**config.mk**
```make
export PLATFORM = sky130hd
export DESIGN_NAME = polar_enc_8_4_flat
export DESIGN_NICKNAME = d
export VERILOG_FILES = /design/src/rtl/polar_8_4_pkg.sv /design/src/rtl/polar_enc_8_4_if.sv /design/src/rtl/polar_enc_stage.sv /design/src/rtl/polar_enc_8_4.sv /design/src/flat_wrapper.sv
export SDC_FILE = /design/constraint.sdc
export NUM_CORES = 1
export LEC_CHECK = 0
export BUFFER_PORTS_ARGS = -buffer_cell sky130_fd_sc_hd__buf_2
export CORE_MARGIN = 3
export CORE_UTILIZATION = 44
export CTS_CLUSTER_DIAMETER = 30
export DETAILED_ROUTE_END_ITERATION = 12
export GPL_TIMING_DRIVEN = 0
export PLACE_DENSITY = 0.77
export SYNTH_ARGS = -nofsm -noshare
export SYNTH_HDL_FRONTEND = slang
export SYNTH_HIERARCHICAL = 1
export SYNTH_SLANG_ARGS = --single-unit
```
**constraint.sdc**
```tcl
create_clock -name clk -period 1.5 [get_ports clk]
set_input_delay 0.3 -clock clk [delete_from_list [all_inputs] [get_ports clk]]
set_output_delay 0.3 -clock clk [all_outputs]
set_load 0.01 [all_outputs]
```
**src/rtl/polar_8_4_pkg.sv**
```systemverilog
// Shared constants for the (8,4) polar encoder and BP decoder: code geometry,
// frozen set, information positions and the encoder FSM state type.
package polar_8_4_pkg;

   localparam int unsigned N      = 8;
   localparam int unsigned K      = 4;
   localparam int unsigned STAGES = 3;

   // Bit i set means u[i] is frozen to 0.
   localparam logic [7:0] FROZEN_MASK = 8'b0001_0111;

   // u positions carrying IN_4, IN_6, IN_7, IN_8 in that order.
   localparam int unsigned INFO_POS [K] = '{3, 5, 6, 7};

   localparam int unsigned MAG_DEFAULT = 127;

   // BP iterations run by the matching decoder.
   localparam int unsigned DEC_ITERS = 5;

   typedef enum logic [1:0] {
      StIdle,
      StLoad,
      StStage,
      StOutput
   } enc_state_e;

   // Scatter info bits {IN_8,IN_7,IN_6,IN_4} onto the unfrozen u positions.
   function automatic logic [N-1:0] place_info(input logic [K-1:0] info);
      logic [N-1:0] u;
      u = '0;
      for (int k = 0; k < K; k++) begin
         u[3'(INFO_POS[k])] = info[2'(k)];
      end
      return u;
   endfunction

endpackage

```
**src/rtl/polar_enc_8_4_if.sv**
```systemverilog
// Request/result bundle between a user and the polar encoder.
interface polar_enc_8_4_if
   import polar_8_4_pkg::*;
#(
   parameter int unsigned BIT = 8
);
   logic           start;
   logic           IN_4;
   logic           IN_6;
   logic           IN_7;
   logic           IN_8;
   logic           en_busy;
   logic           done;
   logic [N-1:0]   CW;
   logic [BIT-1:0] LLR_1;
   logic [BIT-1:0] LLR_2;
   logic [BIT-1:0] LLR_3;
   logic [BIT-1:0] LLR_4;
   logic [BIT-1:0] LLR_5;
   logic [BIT-1:0] LLR_6;
   logic [BIT-1:0] LLR_7;
   logic [BIT-1:0] LLR_8;

   modport master (
      output start, IN_4, IN_6, IN_7, IN_8,
      input  en_busy, done, CW,
      input  LLR_1, LLR_2, LLR_3, LLR_4, LLR_5, LLR_6, LLR_7, LLR_8
   );

   modport slave (
      input  start, IN_4, IN_6, IN_7, IN_8,
      output en_busy, done, CW,
      output LLR_1, LLR_2, LLR_3, LLR_4, LLR_5, LLR_6, LLR_7, LLR_8
   );
endinterface

```
**src/rtl/polar_enc_stage.sv**
```systemverilog
// One butterfly stage of the polar transform: for each pair (i, i+d) with
// d = 2^stage_i and bit stage_i of i clear, x_i ^= x_(i+d).
module polar_enc_stage
   import polar_8_4_pkg::*;
(
   input  logic [N-1:0] x_i,
   input  logic [1:0]   stage_i,
   output logic [N-1:0] x_o
);

   // Shift the upper partner down onto the lower index and mask to lower slots.
   always_comb begin
      x_o = x_i;
      case (stage_i)
         2'd0:    x_o = x_i ^ ((x_i >> 1) & 8'h55);
         2'd1:    x_o = x_i ^ ((x_i >> 2) & 8'h33);
         2'd2:    x_o = x_i ^ ((x_i >> 4) & 8'h0F);
         default: x_o = x_i;
      endcase
   end

endmodule

```
**src/rtl/polar_enc_8_4.sv**
```systemverilog
// (8,4) polar encoder: loads info bits onto u, runs three butterfly stages one
// per clock, then publishes the codeword and its BPSK/LLR mapping.
module polar_enc_8_4
   import polar_8_4_pkg::*;
#(
   parameter int unsigned BIT = 8,
   parameter int unsigned MAG = MAG_DEFAULT
) (
   input logic            clk,
   input logic            rst_n,
   polar_enc_8_4_if.slave bus
);

   localparam logic [BIT-1:0] LLR_POS = BIT'(MAG);
   localparam logic [BIT-1:0] LLR_NEG = ~LLR_POS + 1'b1;

   enc_state_e     state_q;
   logic [1:0]     cnt_q;     // butterfly index currently applied (0..2)
   logic [N-1:0]   x_q;       // holds u at accept, then the in-place transform
   logic [N-1:0]   cw_q;
   logic [BIT-1:0] llr_q [N];
   logic           busy_q;
   logic           done_q;
   logic [N-1:0]   x_stage;

   polar_enc_stage u_stage (
      .x_i     (x_q),
      .stage_i (cnt_q),
      .x_o     (x_stage)
   );

   // Encoder FSM with registered datapath and outputs.
   always_ff @(posedge clk or negedge rst_n) begin
      if (!rst_n) begin
         state_q <= StIdle;
         cnt_q   <= '0;
         x_q     <= '0;
         cw_q    <= '0;
         llr_q   <= '{default: '0};
         busy_q  <= 1'b0;
         done_q  <= 1'b0;
      end else begin
         done_q <= 1'b0;
         case (state_q)
            StIdle: begin
               if (bus.start) begin
                  x_q     <= place_info({bus.IN_8, bus.IN_7, bus.IN_6, bus.IN_4});
                  cnt_q   <= '0;
                  busy_q  <= 1'b1;
                  state_q <= StLoad;
               end
            end
            StLoad: begin
               x_q     <= x_stage;
               cnt_q   <= cnt_q + 2'd1;
               state_q <= StStage;
            end
            StStage: begin
               x_q <= x_stage;
               if (cnt_q == 2'(STAGES - 1)) begin
                  cnt_q   <= '0;
                  state_q <= StOutput;
               end else begin
                  cnt_q <= cnt_q + 2'd1;
               end
            end
            StOutput: begin
               cw_q <= x_q;
               for (int k = 0; k < N; k++) begin
                  llr_q[k] <= x_q[k] ? LLR_NEG : LLR_POS;
               end
               done_q  <= 1'b1;
               busy_q  <= 1'b0;
               state_q <= StIdle;
            end
            default: state_q <= StIdle;
         endcase
      end
   end

   assign bus.en_busy = busy_q;
   assign bus.done    = done_q;
   assign bus.CW      = cw_q;
   assign bus.LLR_1   = llr_q[0];
   assign bus.LLR_2   = llr_q[1];
   assign bus.LLR_3   = llr_q[2];
   assign bus.LLR_4   = llr_q[3];
   assign bus.LLR_5   = llr_q[4];
   assign bus.LLR_6   = llr_q[5];
   assign bus.LLR_7   = llr_q[6];
   assign bus.LLR_8   = llr_q[7];

endmodule

```
**src/flat_wrapper.sv**
```systemverilog
// flat-port wrapper written by rule: the top's interface ports become plain ports
module polar_enc_8_4_flat import polar_8_4_pkg::*;
#(
   parameter int unsigned BIT = 8,
   parameter int unsigned MAG = MAG_DEFAULT
)
  (clk, rst_n, bus_start, bus_IN_4, bus_IN_6, bus_IN_7, bus_IN_8, bus_en_busy, bus_done, bus_CW, bus_LLR_1, bus_LLR_2, bus_LLR_3, bus_LLR_4, bus_LLR_5, bus_LLR_6, bus_LLR_7, bus_LLR_8);
  polar_enc_8_4_if #(.BIT(BIT)) bus_i ();
  input logic clk;
  input logic rst_n;
  input wire logic [$bits(bus_i.start)-1:0] bus_start;
  input wire logic [$bits(bus_i.IN_4)-1:0] bus_IN_4;
  input wire logic [$bits(bus_i.IN_6)-1:0] bus_IN_6;
  input wire logic [$bits(bus_i.IN_7)-1:0] bus_IN_7;
  input wire logic [$bits(bus_i.IN_8)-1:0] bus_IN_8;
  output wire logic [$bits(bus_i.en_busy)-1:0] bus_en_busy;
  output wire logic [$bits(bus_i.done)-1:0] bus_done;
  output wire logic [$bits(bus_i.CW)-1:0] bus_CW;
  output wire logic [$bits(bus_i.LLR_1)-1:0] bus_LLR_1;
  output wire logic [$bits(bus_i.LLR_2)-1:0] bus_LLR_2;
  output wire logic [$bits(bus_i.LLR_3)-1:0] bus_LLR_3;
  output wire logic [$bits(bus_i.LLR_4)-1:0] bus_LLR_4;
  output wire logic [$bits(bus_i.LLR_5)-1:0] bus_LLR_5;
  output wire logic [$bits(bus_i.LLR_6)-1:0] bus_LLR_6;
  output wire logic [$bits(bus_i.LLR_7)-1:0] bus_LLR_7;
  output wire logic [$bits(bus_i.LLR_8)-1:0] bus_LLR_8;
  assign bus_i.start = bus_start;
  assign bus_i.IN_4 = bus_IN_4;
  assign bus_i.IN_6 = bus_IN_6;
  assign bus_i.IN_7 = bus_IN_7;
  assign bus_i.IN_8 = bus_IN_8;
  assign bus_en_busy = bus_i.en_busy;
  assign bus_done = bus_i.done;
  assign bus_CW = bus_i.CW;
  assign bus_LLR_1 = bus_i.LLR_1;
  assign bus_LLR_2 = bus_i.LLR_2;
  assign bus_LLR_3 = bus_i.LLR_3;
  assign bus_LLR_4 = bus_i.LLR_4;
  assign bus_LLR_5 = bus_i.LLR_5;
  assign bus_LLR_6 = bus_i.LLR_6;
  assign bus_LLR_7 = bus_i.LLR_7;
  assign bus_LLR_8 = bus_i.LLR_8;
  polar_enc_8_4 #(.BIT(BIT), .MAG(MAG)) u_core (.clk(clk), .rst_n(rst_n), .bus(bus_i));
endmodule
```
==> flow_metrics.py <==
metrics = {
    "outcome": {
        "status": "complete, no violations",
    },
    "yosys": {
        "synth_cell_type_count": 30,
        "syn_area_per_cell_um2": 10.78,
        "synth-main-ff-cell": "dfrtp_1",
        "ys_seq_area_frac": 0.3912,
        "ys_top_cells_by_area": "dfrtp_1 39%, buf_4 21%, mux2i_1 5.6%",
        "yosys_warnings": 6,
        "synthTopCellsByCount": "56 x buf_4, 31 x dfrtp_1, 12 x inv_1",
        "synth_cells": 184,
        "synth_area_leader_cell": "dfrtp_1",
        "ys_async_sr_fraction": 1.000,
        "netlist_area_mm2": 0.001983,
        "syn-num-nets": 199,
        "post-synth-top-count-cell": "buf_4",
        "ys_seq_elements": 31,
        "synth_edf_count": 0,
        "synth_top_area_share": 0.3912,
    },
    "cells_and_area": {
        "multi_input_area_um2": 745.7,
        "regArea_um2": 777.0,
        "area_growth_pct": 34.51,
        "drive_gt1_frac": 0.6486,
        "finish.utilization": 0.6393,
        "diodes": 0,
        "nNetsFinal": 290,
        "nFillCells": 338,
    },
    "cts": {
        "root_buffer": "clkbuf_8",
        "cts_made_buffers": 5,
        "clk_pin_slew_worst_paths_ns": 0.07,
        "ctsHoldBuffers": 0,
        "cts_tree": "yes",
        "htree_levels": 2,
        "cts.path.max_buffers": 2,
        "cts_sinks": 31,
        "clk_latency_ns": 0.28,
    },
    "pwr": {
        "combPwrFrac": 0.583,
        "p_seq_frac": 0.261,
        "p_switching_w": 0.001993,
        "p_per_area_mw_per_mm2": 2010,
        "cellLeakagePower_nw": 1.400,
        "intPower_w": 0.003370,
        "irDropWorstVdd_mv": 1.249,
        "swShare": 0.3717,
        "clockPowerShare": 0.156,
    },
    "floorplanning": {
        "initial_core_util": 0.4753,
        "ios": 81,
        "core_area_mm2": 0.004173,
        "die_y_um": 73.14,
        "die_w_um": 73.14,
        "num_rows": 23,
        "fp.dieArea_mm2": 0.005349,
    },
    "place": {
        "port_buffers": 78,
        "dpl.hpwl_um": 2682,
        "globalplace.congestion": 0.7563,
    },
    "grt": {
        "grt_first_pass_wirelength_um": 5940,
        "grt_max_degree": 32,
        "grt.total_usage": 0.1445,
        "grt_antenna_before_repair": 0,
        "grt_overflow": 0,
        "grt_pass1_vias": 1282,
    },
    "sta": {
        "worst_pin_slew_ns": 0.6755,
        "setup_violations": 0,
        "skew_ns": 0.006434,
        "finalCriticalPeriod_ns": 1.494,
        "hold_violations": 0,
        "drv_slew": 0,
        "finalCritPeriodShare": 0.9960,
        "maxSlewHeadroom": 0.5497,
        "fmax_ghz": 0.6693,
        "fin_hold_ws_ns": 0.05446,
        "setup_tns_ns": 0,
        "grt_setup_unrepaired": "true",
    },
    "worst_hold_path": {
        "hp-class": "in -> async",
    },
    "routing": {
        "drc_errors": 0,
        "dr.pass1.iters": 4,
        "ant_nets": 0,
        "finalWirelength_um": 3876,
        "drtIter0Drc": 24,
        "via_per_inst": 4.503,
        "num_vias": 1468,
        "post_drt_wl_per_cell_um": 11.89,
    },
    "worst_setup_path": {
        "cp.required_ns": 1.66,
        "endpoint_kind": "register",
        "r2r_slack_ns": 0.006,
        "cp_data_arrival_time_ns": 1.65,
        "critPathKind": "reg -> reg",
        "start_kind": "register",
        "path_max_fanout": 8,
    },
    "flow_run": {
        "cap_violations": 0,
    },
}
path summary, 6_finish.rpt:
check	start	to	cells after the start
min in group clk	bus_start	u_core/bus.en_busy	3
worst max-delay path	u_core/state_q[0]	u_core/x_q[3]	5
worst min-delay path	rst_n	u_core/bus.CW[1]	1
worst max register to register	u_core/state_q[0]	u_core/x_q[3]	5
max in group asynchronous	rst_n	u_core/cnt_q[0]	1
worst min register to register	u_core/bus.en_busy	u_core/bus.en_busy	2
what timing repair did:
action | 4_1_cts | 5_1_grt
setup endpoints to repair | 15 | 12
resized for setup | 13 | 6
cloned | 0 | 1
pin swaps | 5 | 7
setup buffers | 7 | 2
through the flow:
step	instance area, um^2	setup slack, ns	power (W)	cells
after floorplan	1986	-0.05652	0.003378	184
after global placement	2439	-0.1313	0.004099	312
after detailed placement	2439	-0.1650	0.004171	312
after CTS	2646	0.003079	0.005297	326
after global routing	2668	-0.06964	0.005763	326
final	2668	0.005962	0.005363	326
worst max-delay path: stages, from the launching register on:
cell and delay (ns):
dfrtp_1 0.40, inv_2 0.10, ha_4 0.14, nor2b_4 0.32, nor2b_4 0.10, a221o_1 0.32
cell type report:
type | count | share of cell area
clock inverter | 2 | 0.01313
inverter | 12 | 0.01689
buffer | 59 | 0.1703
multi-input combinational | 79 | 0.2795
timing repair buffer | 87 | 0.1745
sequential | 31 | 0.2913
clock buffer | 6 | 0.03096
tap | 50 | 0.02345
per-layer routing:
layer	part of all wire	up-vias	global-route usage	routed length [um]
li1	-	730	-	-
met1	0.41	669	0.1702	1570
met2	0.49	62	0.2373	1909
met3	0.083	7	0.04408	320
met4	0.020	0	0.07172	76
met5	0	-	0	0
kinds of logic after synthesis:
logic type                 after synthesis  synth area share
buffers and inverters                   75            0.2681
AOI/OAI and AO/OA                       21           0.08707
and+or+nand+nor                         22           0.06561
adders and majority gates                8           0.05048
xor gates and xnor gates                 7           0.03092
muxes                                   20            0.1066
DFF                                     31            0.3912
power by group through the flow:
stage / registers [W] / clock network, W / logic (W)
final: 0.00140 / 0.000836 / 0.00313
after global routing: 0.00145 / 0.000897 / 0.00341
after CTS: 0.00139 / 0.000861 / 0.00304
after detailed placement: 0.00142 / 0 / 0.00275
after global placement: 0.00141 / 0 / 0.00269
after floorplan: 0.00143 / 0 / 0.00195
sequential cells by signal, summed over array words and instances (netlist names), 2 cells and up:
signal,cells
u_core/bus.CW,8
u_core/state_q,2
u_core/bus.LLR_1,2
u_core/x_q,8
u_core/cnt_q,2
cells in the final DEF (no fill, tap or decap), types with 4 or more instances in the layout:
master / synthesis / routed
buf_2: 2 / 78
buf_4: 56 / 63
dfrtp_1: 31 / 30
mux2i_1: 11 / 11
inv_1: 12 / 10
a22o_1: 8 / 8
mux2_2: 9 / 8
clkbuf_8: 0 / 6
nand2_1: 6 / 6
ha_1: 8 / 6
xor2_1: 6 / 6
buf_6: 5 / 5
a21oi_1: 4 / 4
(Power assumes the default switching activity.)
